[src/rtl/fa_tag_lookup_pkg.sv]
// Shared types and width helpers for the fully-associative tag lookup.
// Holds the sequencer state encoding and the location-index width rule.
package cache_lookup_pkg;

   typedef enum logic [1:0] {
      ST_IDLE    = 2'd0,
      ST_COMPARE = 2'd1,
      ST_WB      = 2'd2,
      ST_FILL    = 2'd3
   } state_t;

   localparam int unsigned N_LOCATIONS_DEF = 8;
   localparam int unsigned BW_TAG_DEF      = 24;

   // A single-bit index is still needed when only two locations exist.
   function automatic int unsigned loc_width(input int unsigned n);
      return (n > 2) ? $clog2(n) : 1;
   endfunction

   localparam int unsigned BW_LOC_DEF = loc_width(N_LOCATIONS_DEF);

endpackage

[src/rtl/fa_tag_lookup_if.sv]
// Request, PLRU and memory-side handshake bundle for fa_tag_lookup.
// slave is the lookup block's view; master is the surrounding environment.
interface fa_tag_lookup_if
   import cache_lookup_pkg::*;
#(
   parameter int unsigned N_LOCATIONS = N_LOCATIONS_DEF,
   parameter int unsigned BW_TAG      = BW_TAG_DEF
) ();

   localparam int unsigned BW_LOC = loc_width(N_LOCATIONS);

   logic              req_i;
   logic [BW_TAG-1:0] tag_i;
   logic              rw_i;
   logic              ready_o;
   logic              done_o;
   logic              hit_o;
   logic [BW_LOC-1:0] loc_o;

   logic [BW_LOC-1:0] plru_victim_i;
   logic              plru_en_o;
   logic [BW_LOC-1:0] plru_addr_o;

   logic              wb_req_o;
   logic [BW_TAG-1:0] wb_tag_o;
   logic [BW_LOC-1:0] wb_loc_o;
   logic              wb_ack_i;

   logic              fill_req_o;
   logic [BW_TAG-1:0] fill_tag_o;
   logic [BW_LOC-1:0] fill_loc_o;
   logic              fill_ack_i;

   modport slave (
      input  req_i, tag_i, rw_i, plru_victim_i, wb_ack_i, fill_ack_i,
      output ready_o, done_o, hit_o, loc_o, plru_en_o, plru_addr_o,
             wb_req_o, wb_tag_o, wb_loc_o, fill_req_o, fill_tag_o, fill_loc_o
   );

   modport master (
      output req_i, tag_i, rw_i, plru_victim_i, wb_ack_i, fill_ack_i,
      input  ready_o, done_o, hit_o, loc_o, plru_en_o, plru_addr_o,
             wb_req_o, wb_tag_o, wb_loc_o, fill_req_o, fill_tag_o, fill_loc_o
   );

endinterface

[src/rtl/fa_tag_lookup_enc.sv]
// Parallel tag compare with lowest-index priority encode and any-match flag.
// With cmp_en_i low it simply encodes mask_i (used for first-invalid search).
module tag_match_encoder #(
   parameter int unsigned N      = 8,
   parameter int unsigned BW_TAG = 24,
   parameter int unsigned BW_IDX = 3
) (
   input  logic [N-1:0][BW_TAG-1:0] tags_i,
   input  logic [BW_TAG-1:0]        key_i,
   input  logic [N-1:0]             mask_i,
   input  logic                     cmp_en_i,
   output logic                     any_o,
   output logic [BW_IDX-1:0]        idx_o
);

   logic [N-1:0] match;

   always_comb begin
      match = '0;
      for (int unsigned i = 0; i < N; i++) begin
         match[i] = mask_i[i] & (~cmp_en_i | (tags_i[i] == key_i));
      end
   end

   // Scan downward so the lowest matching index is the last one written.
   always_comb begin
      idx_o = '0;
      for (int unsigned i = N; i > 0; i--) begin
         if (match[i-1]) idx_o = BW_IDX'(i - 1);
      end
   end

   assign any_o = |match;

endmodule

[src/rtl/fa_tag_lookup.sv]
// Fully-associative tag lookup and miss sequencer: tag/valid/dirty store,
// hit/victim resolution, write-back and fill handshakes, PLRU update pulse.
module fa_tag_lookup
   import cache_lookup_pkg::*;
#(
   parameter int unsigned N_LOCATIONS = N_LOCATIONS_DEF,
   parameter int unsigned BW_TAG      = BW_TAG_DEF
) (
   input  logic           clock_i,
   input  logic           resetn_i,
   fa_tag_lookup_if.slave bus
);

   localparam int unsigned BW_LOC = loc_width(N_LOCATIONS);

   state_t state_q, state_d;

   logic [N_LOCATIONS-1:0][BW_TAG-1:0] tag_q;
   logic [N_LOCATIONS-1:0]             valid_q;
   logic [N_LOCATIONS-1:0]             dirty_q;

   logic [BW_TAG-1:0] req_tag_q;
   logic              req_rw_q;
   logic [BW_LOC-1:0] victim_q, victim_d;

   logic              ready_q, ready_d;
   logic              done_q, done_d;
   logic              hit_q, hit_d;
   logic [BW_LOC-1:0] loc_q, loc_d;
   logic              wb_req_q, wb_req_d;
   logic [BW_TAG-1:0] wb_tag_q, wb_tag_d;
   logic [BW_LOC-1:0] wb_loc_q, wb_loc_d;
   logic              fill_req_q, fill_req_d;
   logic [BW_TAG-1:0] fill_tag_q, fill_tag_d;
   logic [BW_LOC-1:0] fill_loc_q, fill_loc_d;

   logic              accept;
   logic              mark_dirty;
   logic              install;
   logic [BW_LOC-1:0] miss_victim;

   logic              hit_any, inv_any;
   logic [BW_LOC-1:0] hit_idx, inv_idx;

   tag_match_encoder #(
      .N      (N_LOCATIONS),
      .BW_TAG (BW_TAG),
      .BW_IDX (BW_LOC)
   ) u_hit_enc (
      .tags_i   (tag_q),
      .key_i    (req_tag_q),
      .mask_i   (valid_q),
      .cmp_en_i (1'b1),
      .any_o    (hit_any),
      .idx_o    (hit_idx)
   );

   tag_match_encoder #(
      .N      (N_LOCATIONS),
      .BW_TAG (BW_TAG),
      .BW_IDX (BW_LOC)
   ) u_inv_enc (
      .tags_i   (tag_q),
      .key_i    (req_tag_q),
      .mask_i   (~valid_q),
      .cmp_en_i (1'b0),
      .any_o    (inv_any),
      .idx_o    (inv_idx)
   );

   // Outputs are computed for the next state so every port is a flop.
   always_comb begin
      state_d     = state_q;
      victim_d    = victim_q;
      done_d      = 1'b0;
      hit_d       = 1'b0;
      loc_d       = loc_q;
      wb_req_d    = 1'b0;
      wb_tag_d    = wb_tag_q;
      wb_loc_d    = wb_loc_q;
      fill_req_d  = 1'b0;
      fill_tag_d  = fill_tag_q;
      fill_loc_d  = fill_loc_q;
      accept      = 1'b0;
      mark_dirty  = 1'b0;
      install     = 1'b0;
      miss_victim = inv_any ? inv_idx : bus.plru_victim_i;

      case (state_q)
         ST_IDLE: begin
            if (bus.req_i && ready_q) begin
               accept  = 1'b1;
               state_d = ST_COMPARE;
            end
         end
         ST_COMPARE: begin
            if (hit_any) begin
               state_d    = ST_IDLE;
               done_d     = 1'b1;
               hit_d      = 1'b1;
               loc_d      = hit_idx;
               mark_dirty = req_rw_q;
            end else begin
               victim_d = miss_victim;
               if (!inv_any && dirty_q[miss_victim]) begin
                  state_d  = ST_WB;
                  wb_req_d = 1'b1;
                  wb_tag_d = tag_q[miss_victim];
                  wb_loc_d = miss_victim;
               end else begin
                  state_d    = ST_FILL;
                  fill_req_d = 1'b1;
                  fill_tag_d = req_tag_q;
                  fill_loc_d = miss_victim;
               end
            end
         end
         ST_WB: begin
            if (bus.wb_ack_i) begin
               state_d    = ST_FILL;
               fill_req_d = 1'b1;
               fill_tag_d = req_tag_q;
               fill_loc_d = victim_q;
            end else begin
               wb_req_d = 1'b1;
            end
         end
         ST_FILL: begin
            if (bus.fill_ack_i) begin
               state_d = ST_IDLE;
               install = 1'b1;
               done_d  = 1'b1;
               loc_d   = victim_q;
            end else begin
               fill_req_d = 1'b1;
            end
         end
         default: state_d = ST_IDLE;
      endcase
   end

   assign ready_d = (state_d == ST_IDLE);

   always_ff @(posedge clock_i or negedge resetn_i) begin
      if (!resetn_i) begin
         state_q    <= ST_IDLE;
         victim_q   <= '0;
         ready_q    <= 1'b1;
         done_q     <= 1'b0;
         hit_q      <= 1'b0;
         loc_q      <= '0;
         wb_req_q   <= 1'b0;
         wb_tag_q   <= '0;
         wb_loc_q   <= '0;
         fill_req_q <= 1'b0;
         fill_tag_q <= '0;
         fill_loc_q <= '0;
      end else begin
         state_q    <= state_d;
         victim_q   <= victim_d;
         ready_q    <= ready_d;
         done_q     <= done_d;
         hit_q      <= hit_d;
         loc_q      <= loc_d;
         wb_req_q   <= wb_req_d;
         wb_tag_q   <= wb_tag_d;
         wb_loc_q   <= wb_loc_d;
         fill_req_q <= fill_req_d;
         fill_tag_q <= fill_tag_d;
         fill_loc_q <= fill_loc_d;
      end
   end

   always_ff @(posedge clock_i or negedge resetn_i) begin
      if (!resetn_i) begin
         tag_q     <= '0;
         valid_q   <= '0;
         dirty_q   <= '0;
         req_tag_q <= '0;
         req_rw_q  <= 1'b0;
      end else begin
         if (accept) begin
            req_tag_q <= bus.tag_i;
            req_rw_q  <= bus.rw_i;
         end
         if (mark_dirty) dirty_q[hit_idx] <= 1'b1;
         if (install) begin
            valid_q[victim_q] <= 1'b1;
            tag_q[victim_q]   <= req_tag_q;
            dirty_q[victim_q] <= req_rw_q;
         end
      end
   end

   assign bus.ready_o     = ready_q;
   assign bus.done_o      = done_q;
   assign bus.hit_o       = hit_q;
   assign bus.loc_o       = loc_q;
   assign bus.plru_en_o   = done_q;
   assign bus.plru_addr_o = loc_q;
   assign bus.wb_req_o    = wb_req_q;
   assign bus.wb_tag_o    = wb_tag_q;
   assign bus.wb_loc_o    = wb_loc_q;
   assign bus.fill_req_o  = fill_req_q;
   assign bus.fill_tag_o  = fill_tag_q;
   assign bus.fill_loc_o  = fill_loc_q;

endmodule

[src/flat_wrapper.sv]
// flat-port wrapper written by rule: the top's interface ports become plain ports
module fa_tag_lookup_flat import cache_lookup_pkg::*;
#(
   parameter int unsigned N_LOCATIONS = N_LOCATIONS_DEF,
   parameter int unsigned BW_TAG      = BW_TAG_DEF
)
  (clock_i, resetn_i, bus_req_i, bus_tag_i, bus_rw_i, bus_plru_victim_i, bus_wb_ack_i, bus_fill_ack_i, bus_ready_o, bus_done_o, bus_hit_o, bus_loc_o, bus_plru_en_o, bus_plru_addr_o, bus_wb_req_o, bus_wb_tag_o, bus_wb_loc_o, bus_fill_req_o, bus_fill_tag_o, bus_fill_loc_o);
  fa_tag_lookup_if #(.N_LOCATIONS(N_LOCATIONS), .BW_TAG(BW_TAG)) bus_i ();
  input  logic clock_i;
  input  logic resetn_i;
  input wire logic [$bits(bus_i.req_i)-1:0] bus_req_i;
  input wire logic [$bits(bus_i.tag_i)-1:0] bus_tag_i;
  input wire logic [$bits(bus_i.rw_i)-1:0] bus_rw_i;
  input wire logic [$bits(bus_i.plru_victim_i)-1:0] bus_plru_victim_i;
  input wire logic [$bits(bus_i.wb_ack_i)-1:0] bus_wb_ack_i;
  input wire logic [$bits(bus_i.fill_ack_i)-1:0] bus_fill_ack_i;
  output wire logic [$bits(bus_i.ready_o)-1:0] bus_ready_o;
  output wire logic [$bits(bus_i.done_o)-1:0] bus_done_o;
  output wire logic [$bits(bus_i.hit_o)-1:0] bus_hit_o;
  output wire logic [$bits(bus_i.loc_o)-1:0] bus_loc_o;
  output wire logic [$bits(bus_i.plru_en_o)-1:0] bus_plru_en_o;
  output wire logic [$bits(bus_i.plru_addr_o)-1:0] bus_plru_addr_o;
  output wire logic [$bits(bus_i.wb_req_o)-1:0] bus_wb_req_o;
  output wire logic [$bits(bus_i.wb_tag_o)-1:0] bus_wb_tag_o;
  output wire logic [$bits(bus_i.wb_loc_o)-1:0] bus_wb_loc_o;
  output wire logic [$bits(bus_i.fill_req_o)-1:0] bus_fill_req_o;
  output wire logic [$bits(bus_i.fill_tag_o)-1:0] bus_fill_tag_o;
  output wire logic [$bits(bus_i.fill_loc_o)-1:0] bus_fill_loc_o;
  assign bus_i.req_i = bus_req_i;
  assign bus_i.tag_i = bus_tag_i;
  assign bus_i.rw_i = bus_rw_i;
  assign bus_i.plru_victim_i = bus_plru_victim_i;
  assign bus_i.wb_ack_i = bus_wb_ack_i;
  assign bus_i.fill_ack_i = bus_fill_ack_i;
  assign bus_ready_o = bus_i.ready_o;
  assign bus_done_o = bus_i.done_o;
  assign bus_hit_o = bus_i.hit_o;
  assign bus_loc_o = bus_i.loc_o;
  assign bus_plru_en_o = bus_i.plru_en_o;
  assign bus_plru_addr_o = bus_i.plru_addr_o;
  assign bus_wb_req_o = bus_i.wb_req_o;
  assign bus_wb_tag_o = bus_i.wb_tag_o;
  assign bus_wb_loc_o = bus_i.wb_loc_o;
  assign bus_fill_req_o = bus_i.fill_req_o;
  assign bus_fill_tag_o = bus_i.fill_tag_o;
  assign bus_fill_loc_o = bus_i.fill_loc_o;
  fa_tag_lookup #(.N_LOCATIONS(N_LOCATIONS), .BW_TAG(BW_TAG)) u_core (.clock_i(clock_i), .resetn_i(resetn_i), .bus(bus_i));
endmodule
[config.mk]
export PLATFORM = sky130hd
export DESIGN_NAME = fa_tag_lookup_flat
export DESIGN_NICKNAME = d
export VERILOG_FILES = /design/src/rtl/fa_tag_lookup_pkg.sv /design/src/rtl/fa_tag_lookup_if.sv /design/src/rtl/fa_tag_lookup_enc.sv /design/src/rtl/fa_tag_lookup.sv /design/src/flat_wrapper.sv
export SDC_FILE = /design/constraint.sdc
export NUM_CORES = 1
export LEC_CHECK = 0
export CORE_UTILIZATION = 45
export DETAILED_ROUTE_END_ITERATION = 10
export GPL_TIMING_DRIVEN = 1
export REMOVE_ABC_BUFFERS = 1
export SLEW_MARGIN = 10
export SYNTH_ARGS = -nofsm -noshare
export SYNTH_HDL_FRONTEND = slang
export SYNTH_SLANG_ARGS = --single-unit
[constraint.sdc]
create_clock -name clock_i -period 3.94 [get_ports clock_i]
set_input_delay 0.788 -clock clock_i [delete_from_list [all_inputs] [get_ports clock_i]]
set_output_delay 0.788 -clock clock_i [all_outputs]
set_load 0.01 [all_outputs]
-- Word-level counts from Yosys, hierarchy flattened
Cells that the tools add are included.
- muxes and demuxes: 66
- reduce and logical (&&, ||, !) cells: 15
- $mul: 0
- bitwise logic cells: 12
- shifts and indexed selects: 0
- magnitude comparators: 5
- equality and inequality tests: 16
- divide/modulo/power cells: 0
- $add $sub $neg: 0
- operators by type and width (cell ; count):
    $bwmux 192 ; 1
    $eq 24x24->1 ; 8
    $mux 24 ; 5
    $bmux 24 s3 ; 1
    $demux 24 s3 ; 1
    $mux 3 ; 22
    $pmux 24 s2 ; 1
    $mux 1 ; 19
    $mux 8 ; 2
    $or 8x8->8 ; 2
    $reduce_or 8->1 ; 2
    $lt 3x4->1 const B ; 3
    $pmux 3 s2 ; 2
    $and 1x1->1 ; 8
    $bwmux 8 ; 1
    $mux 2 ; 4
    $ne 2x2->1 const B ; 4
    $not 8->8 ; 1
    $pmux 2 s4 ; 1
    $demux 1 s3 ; 2
    $ge 3x1->1 const B ; 2
    $reduce_and 3->1 ; 2
    $eq 2x2->1 const B ; 2
    $logic_and 1x1->1 ; 4
    other kinds (11) ; 14
- output and inout bits: 66
- latch bits: 0
- flip-flop bits (word level): 300
- RAM bits: 0
- logic and storage cells: 138
- memories kept: 0
- bits in read-only memories: 0
- input port bits: 33

-- Longest topological paths before layout
- depth in word-level cells: 18
- gate-level depth with buffers: 10
- mapped depth without buffers: 8

-- Hierarchy
From an unflattened synthesis, not the netlist that was laid out.
- cell total of the unflattened synthesis: 1515
- area total of the unflattened synthesis: 18001.0 um^2
- by module, submodules not included (module ; times used ; seq. area each (um^2) ; cells each ; area an instance (um^2)):
    fa_tag_lookup ; 1 ; 7508.5 ; 877 ; 12923.6
    tag_match_encoder ; 2 ; 0.0 ; 319 ; 2538.7

-- Worst setup path before layout
OpenSTA, ideal clock, no wires.
- path kind: input-to-reg
- start: in bus_plru_victim_i[1]
- end: reg u_core.fill_loc_q[2], in the netlist u_core.bus.fill_loc_o[2]
- data arrival time: 2.912 ns
- setup slack: 0.903 ns
- stages on the path: 8
- required time: 3.815 ns
- cell sequence: o221ai_2 -> mux4_2 -> nor2b_1 -> a31o_2 -> a211o_1 -> a21oi_4 -> buf_8 -> mux2_4
- cells in the longest elaborated chain, start to end: 6
- ends and longest elaborated chain (what ; line ; source):
    start: declaration ; flat_wrapper.sv:14 ; input wire logic [$bits(bus_i.plru_victim_i)-1:0] bus_plru_victim_i;
    $mux 3 ; fa_tag_lookup.sv:87 ; miss_victim = inv_any ? inv_idx : bus.plru_victim_i;
    $bmux 1 s3 ; fa_tag_lookup.sv:105 ; if (!inv_any && dirty_q[miss_victim]) begin
    $mux 1 (implied by the code) ; fa_tag_lookup.sv:105 ;
    $logic_and 1x1->1 ; fa_tag_lookup.sv:105 ;
    $ne 2x2->1 (no line) ; n/a ;
    $reduce_and 4->1 (no line) ; n/a ;
    end signal: assignment ; fa_tag_lookup.sv:170 ; fill_loc_q <= fill_loc_d;
    end: declaration ; fa_tag_lookup.sv:35 ; logic [BW_LOC-1:0] fill_loc_q, fill_loc_d;
Every way passes these cells. The select of a mux whose other input is x is not followed.
A chain may end at the register's enable or synchronous reset.

-- Worst setup path after layout
- start: reg u_core.req_tag_q[7]
- end: reg u_core.fill_tag_q[19], in the netlist u_core.bus.fill_tag_o[19]
- cells in the longest elaborated chain, start to end: 5
- ends and longest elaborated chain (what ; line ; source):
    start: declaration ; fa_tag_lookup.sv:22 ; logic [BW_TAG-1:0] req_tag_q;
    start signal: assignment ; fa_tag_lookup.sv:183 ; req_tag_q <= bus.tag_i;
    $eq 24x24->1 ; fa_tag_lookup_enc.sv:21 ; match[i] = mask_i[i] & (~cmp_en_i | (tags_i[i] == key_i));
    $and 1x1->1 ; fa_tag_lookup_enc.sv:21 ;
    $reduce_or 8->1 (*) ; fa_tag_lookup_enc.sv:33 ; assign any_o = |match;
    $ne 2x2->1 (no line) (*) ; n/a ;
    $reduce_and 4->1 (no line) (*) ; n/a ;
    end signal: assignment ; fa_tag_lookup.sv:169 ; fill_tag_q <= fill_tag_d;
    end: declaration ; fa_tag_lookup.sv:34 ; logic [BW_TAG-1:0] fill_tag_q, fill_tag_d;
Mark *: on every way between the ends. The rest lies on a longest branch, timed or not.

==> out/metrics.csv <==
metric,value,unit
fin_crit,3.537,ns
critPathSlowestCell,dfrtp_1,
p_leak,8.800,nW
die_area,37460,um2
clk_pin_slew,0.06,ns
cts_resized,0,
async_flop_share,100.0,%
p_switching,0.007565,W
clk_path_buf_depth,3,
clock_latency,0.54,ns
hpwlAfterDp,35.97,mm
grt_first_pass_wirelength,75.70,mm
ys.flop_type,dfrtp_1,
crit_family,simple AND/OR/NAND/NOR gates,
start_util,46.08,%
yosys-top-cells-area,"dfrtp_1, mux2_2, xnor2_1",
finalClockSkew,0.01642,ns
combPwrFrac,48.7,%
layout_worst_path_cycle_share,89.78,%
vias,11530,
avgSynthCellArea,11.58,um2
hold_path.class,in2async,
violations,DRC,
cts_tree,built,
drive_gt1_share,29.07,%
areaGrowthSynthToFinish,16.43,%
syn-cell-area,16510,um2
max_slew.worst_pin.slew,0.9411,ns
rsz0062_at_grt,no,
slew_headroom,37.26,%
antenna_found_initial,1,
die_x,193.5,um
start_kind,register,
pwr-share-seq,32.0,%
status,"complete, but fails checks",
drt_pass1_iterations,8,
finalPower,0.01759,W
root_buffer,clkbuf_16,
slew_violations,0,
grt-busiest-layer,met2,
p_sw_share,43.01,%
insertedDiodeCount,0,
fillerInstances,3115,
crit_type,reg2reg,
ys_types,71,
fmax,282.7,MHz
wl_per_cell,25.16,um
htreeDepth,2,
place_congestion,0.9498,
worst_ir_drop_vdd,457.3,uV
grt_use_total,27.07,%
grt_use_met3,4.533,%
arrival,3.95,ns
synth_edf_count,0,
drtIter0Drc,810,
cpPeakStageDelay,0.65,ns
grt_max_degree,91,
hold_violations,0,
crit_chain,"xnor2_1, nand4_1, nor4b_1, buf_4, nand4_1, nand4_2, a211o_1, a21oi_4, buf_4, mux2_4",
place_area,18040,um2
ant_nets,0,
cp_max_fo,18,
fin_nets,1544,
intPower,0.01002,W
powerDensity,915.1,nW/um2
synth.top_cell.area_share,45.32,%
critPathRequiredTime,4.35,ns
wl,50.13,mm
yosysWarningCount,0,
finalInstanceArea,19220,um2
synthCells,1425,
synthTopCellsByCount,"dfrtp_1, mux2_2, xnor2_1",
setup_viol,0,
max-cap-violations,0,
hold_buffers,0,
hold_ws,0.2757,ns
yosysSeqAreaShare,45.48,%
vias_per_cell,5.790,
crit_buf_inv,2,
yosysMostFrequentCell,dfrtp_1,
grt_pass1_vias,11600,
drc,7,
grt_remaining_overflow,0,
port_buffers,98,
cts-buffers-inserted,36,
met2_usage,42.39,%
clkSinkCount,300,
fp.dieH,193.5,um
cts_setup_buffers,0,
synth_area_leader_cell,dfrtp_1,
pwr-share-clk,19.3,%
ys_seq_elements,300,
rows,69,
crit_path_end_kind,register,
ioPinCount,99,
core,35830,um2
met1_usage,37.87,%
-- stage by stage --
| stage | TNS, ns | setup WS [ns] | util (%) | instances |
|---|---|---|---|---|
| final | 0 | 0.4026 | 53.65 | 1992 |
| after global routing | 0 | 0.3032 | 53.65 | 1992 |
| after CTS | 0 | 0.4474 | 53.65 | 1992 |
| after detailed placement | 0 | 0.3637 | 50.34 | 1929 |
| after global placement | 0 | 0.3941 | 50.34 | 1929 |
| after floorplan | -24.72 | -0.7963 | - | 1317 |
-- power by group through the flow --
stage | clock [W] | sequential [W] | combinational, W
2_1_floorplan | 0 | 0.00545 | 0.00521
3_3_place_gp | 0 | 0.00560 | 0.00847
3_5_place_dp | 0 | 0.00565 | 0.00848
4_1_cts | 0.00345 | 0.00560 | 0.00853
5_1_grt | 0.00358 | 0.00581 | 0.00909
6_report | 0.00339 | 0.00562 | 0.00857
-- sequential cells by signal, indices dropped and copies added (netlist names) --
register               cells
u_core.bus.fill_req_o      1
u_core.victim_q            3
u_core.dirty_q             8
u_core.state_q             2
u_core.bus.fill_loc_o      3
u_core.tag_q             192
u_core.bus.hit_o           1
u_core.bus.done_o          1
u_core.bus.fill_tag_o     24
u_core.bus.loc_o           3
u_core.bus.wb_loc_o        3
u_core.valid_q             8
u_core.bus.ready_o         1
u_core.bus.wb_req_o        1
u_core.req_rw_q            1
u_core.req_tag_q          24
u_core.bus.wb_tag_o       24
-- cell usage in the layout (no fill, tap or decap), drive strengths merged, types with 26 or more instances in the layout --
| master | synthesis | final |
|---|---|---|
| nand4 | 49 | 49 |
| clkbuf | 67 | 57 |
| o21ai | 45 | 45 |
| nor2 | 47 | 47 |
| xnor2 | 113 | 113 |
| nand2 | 82 | 82 |
| buf | 41 | 54 |
| dfrtp | 299 | 299 |
| mux2i | 50 | 50 |
| xor2 | 77 | 77 |
| o211ai | 26 | 26 |
| nor4 | 34 | 34 |
| clkdlybuf4s50 | 0 | 97 |
| a21oi | 33 | 33 |
| mux2 | 313 | 313 |
-- final cells by class --
class                      instances  area, um2  area share [%]
tap                              461      576.8           3.001
multi-input combinational        999       8438           43.90
inverter                          18      67.56          0.3515
timing repair buffer             151       1446           7.525
clock buffer                      57       1071           5.572
sequential                       300       7508           39.06
clock inverter                     6      112.6          0.5859
-- worst reg2reg max path: cells and delay by family, from the launching register on --
kind                   cells  cell delay, ns
flip-flops                 1            0.65
AO/OA/AOI/OAI              2            0.27
XOR/XNOR                   1            0.57
buffers and inverters      2            0.46
multiplexers               1            0.36
AND/OR/NAND/NOR            4            1.12
-- per-layer routing --
metal  wire, um  vias up
met5          0        -
met3       2512       84
met4       1648        0
met2      22790      330
li1           -     5263
met1      23180     5856
-- final timing paths --
path                                         from                   endpoint  slack (ns)  cells after the start
min in group clock_i       u_core.bus.wb_loc_o[1]     u_core.bus.wb_loc_o[1]        0.49                      1
hold / removal                           resetn_i  u_core.bus.fill_tag_o[16]        0.28                      1
setup / recovery              u_core.req_tag_q[7]  u_core.bus.fill_tag_o[19]        0.40                     10
hold reg to reg            u_core.bus.wb_loc_o[1]     u_core.bus.wb_loc_o[1]        0.49                      1
setup reg to reg              u_core.req_tag_q[7]  u_core.bus.fill_tag_o[19]        0.40                     10
max in group asynchronous                resetn_i         u_core.bus.ready_o        2.79                      2
-- kinds of logic (layout without fill, tap and decap cells) --
group | count (synthesis) | after routing | synth area share [%]
adder cells (fa/ha/maj) | 5 | 5 | 0.3790
AO/OA/AOI/OAI | 141 | 141 | 5.472
XOR/XNOR | 190 | 190 | 10.08
buffers and inverters | 126 | 232 | 3.668
multiplexers | 364 | 364 | 24.97
AND/OR/NAND/NOR | 299 | 299 | 9.944
flip-flops | 300 | 300 | 45.48
(Power assumes the default switching activity.)
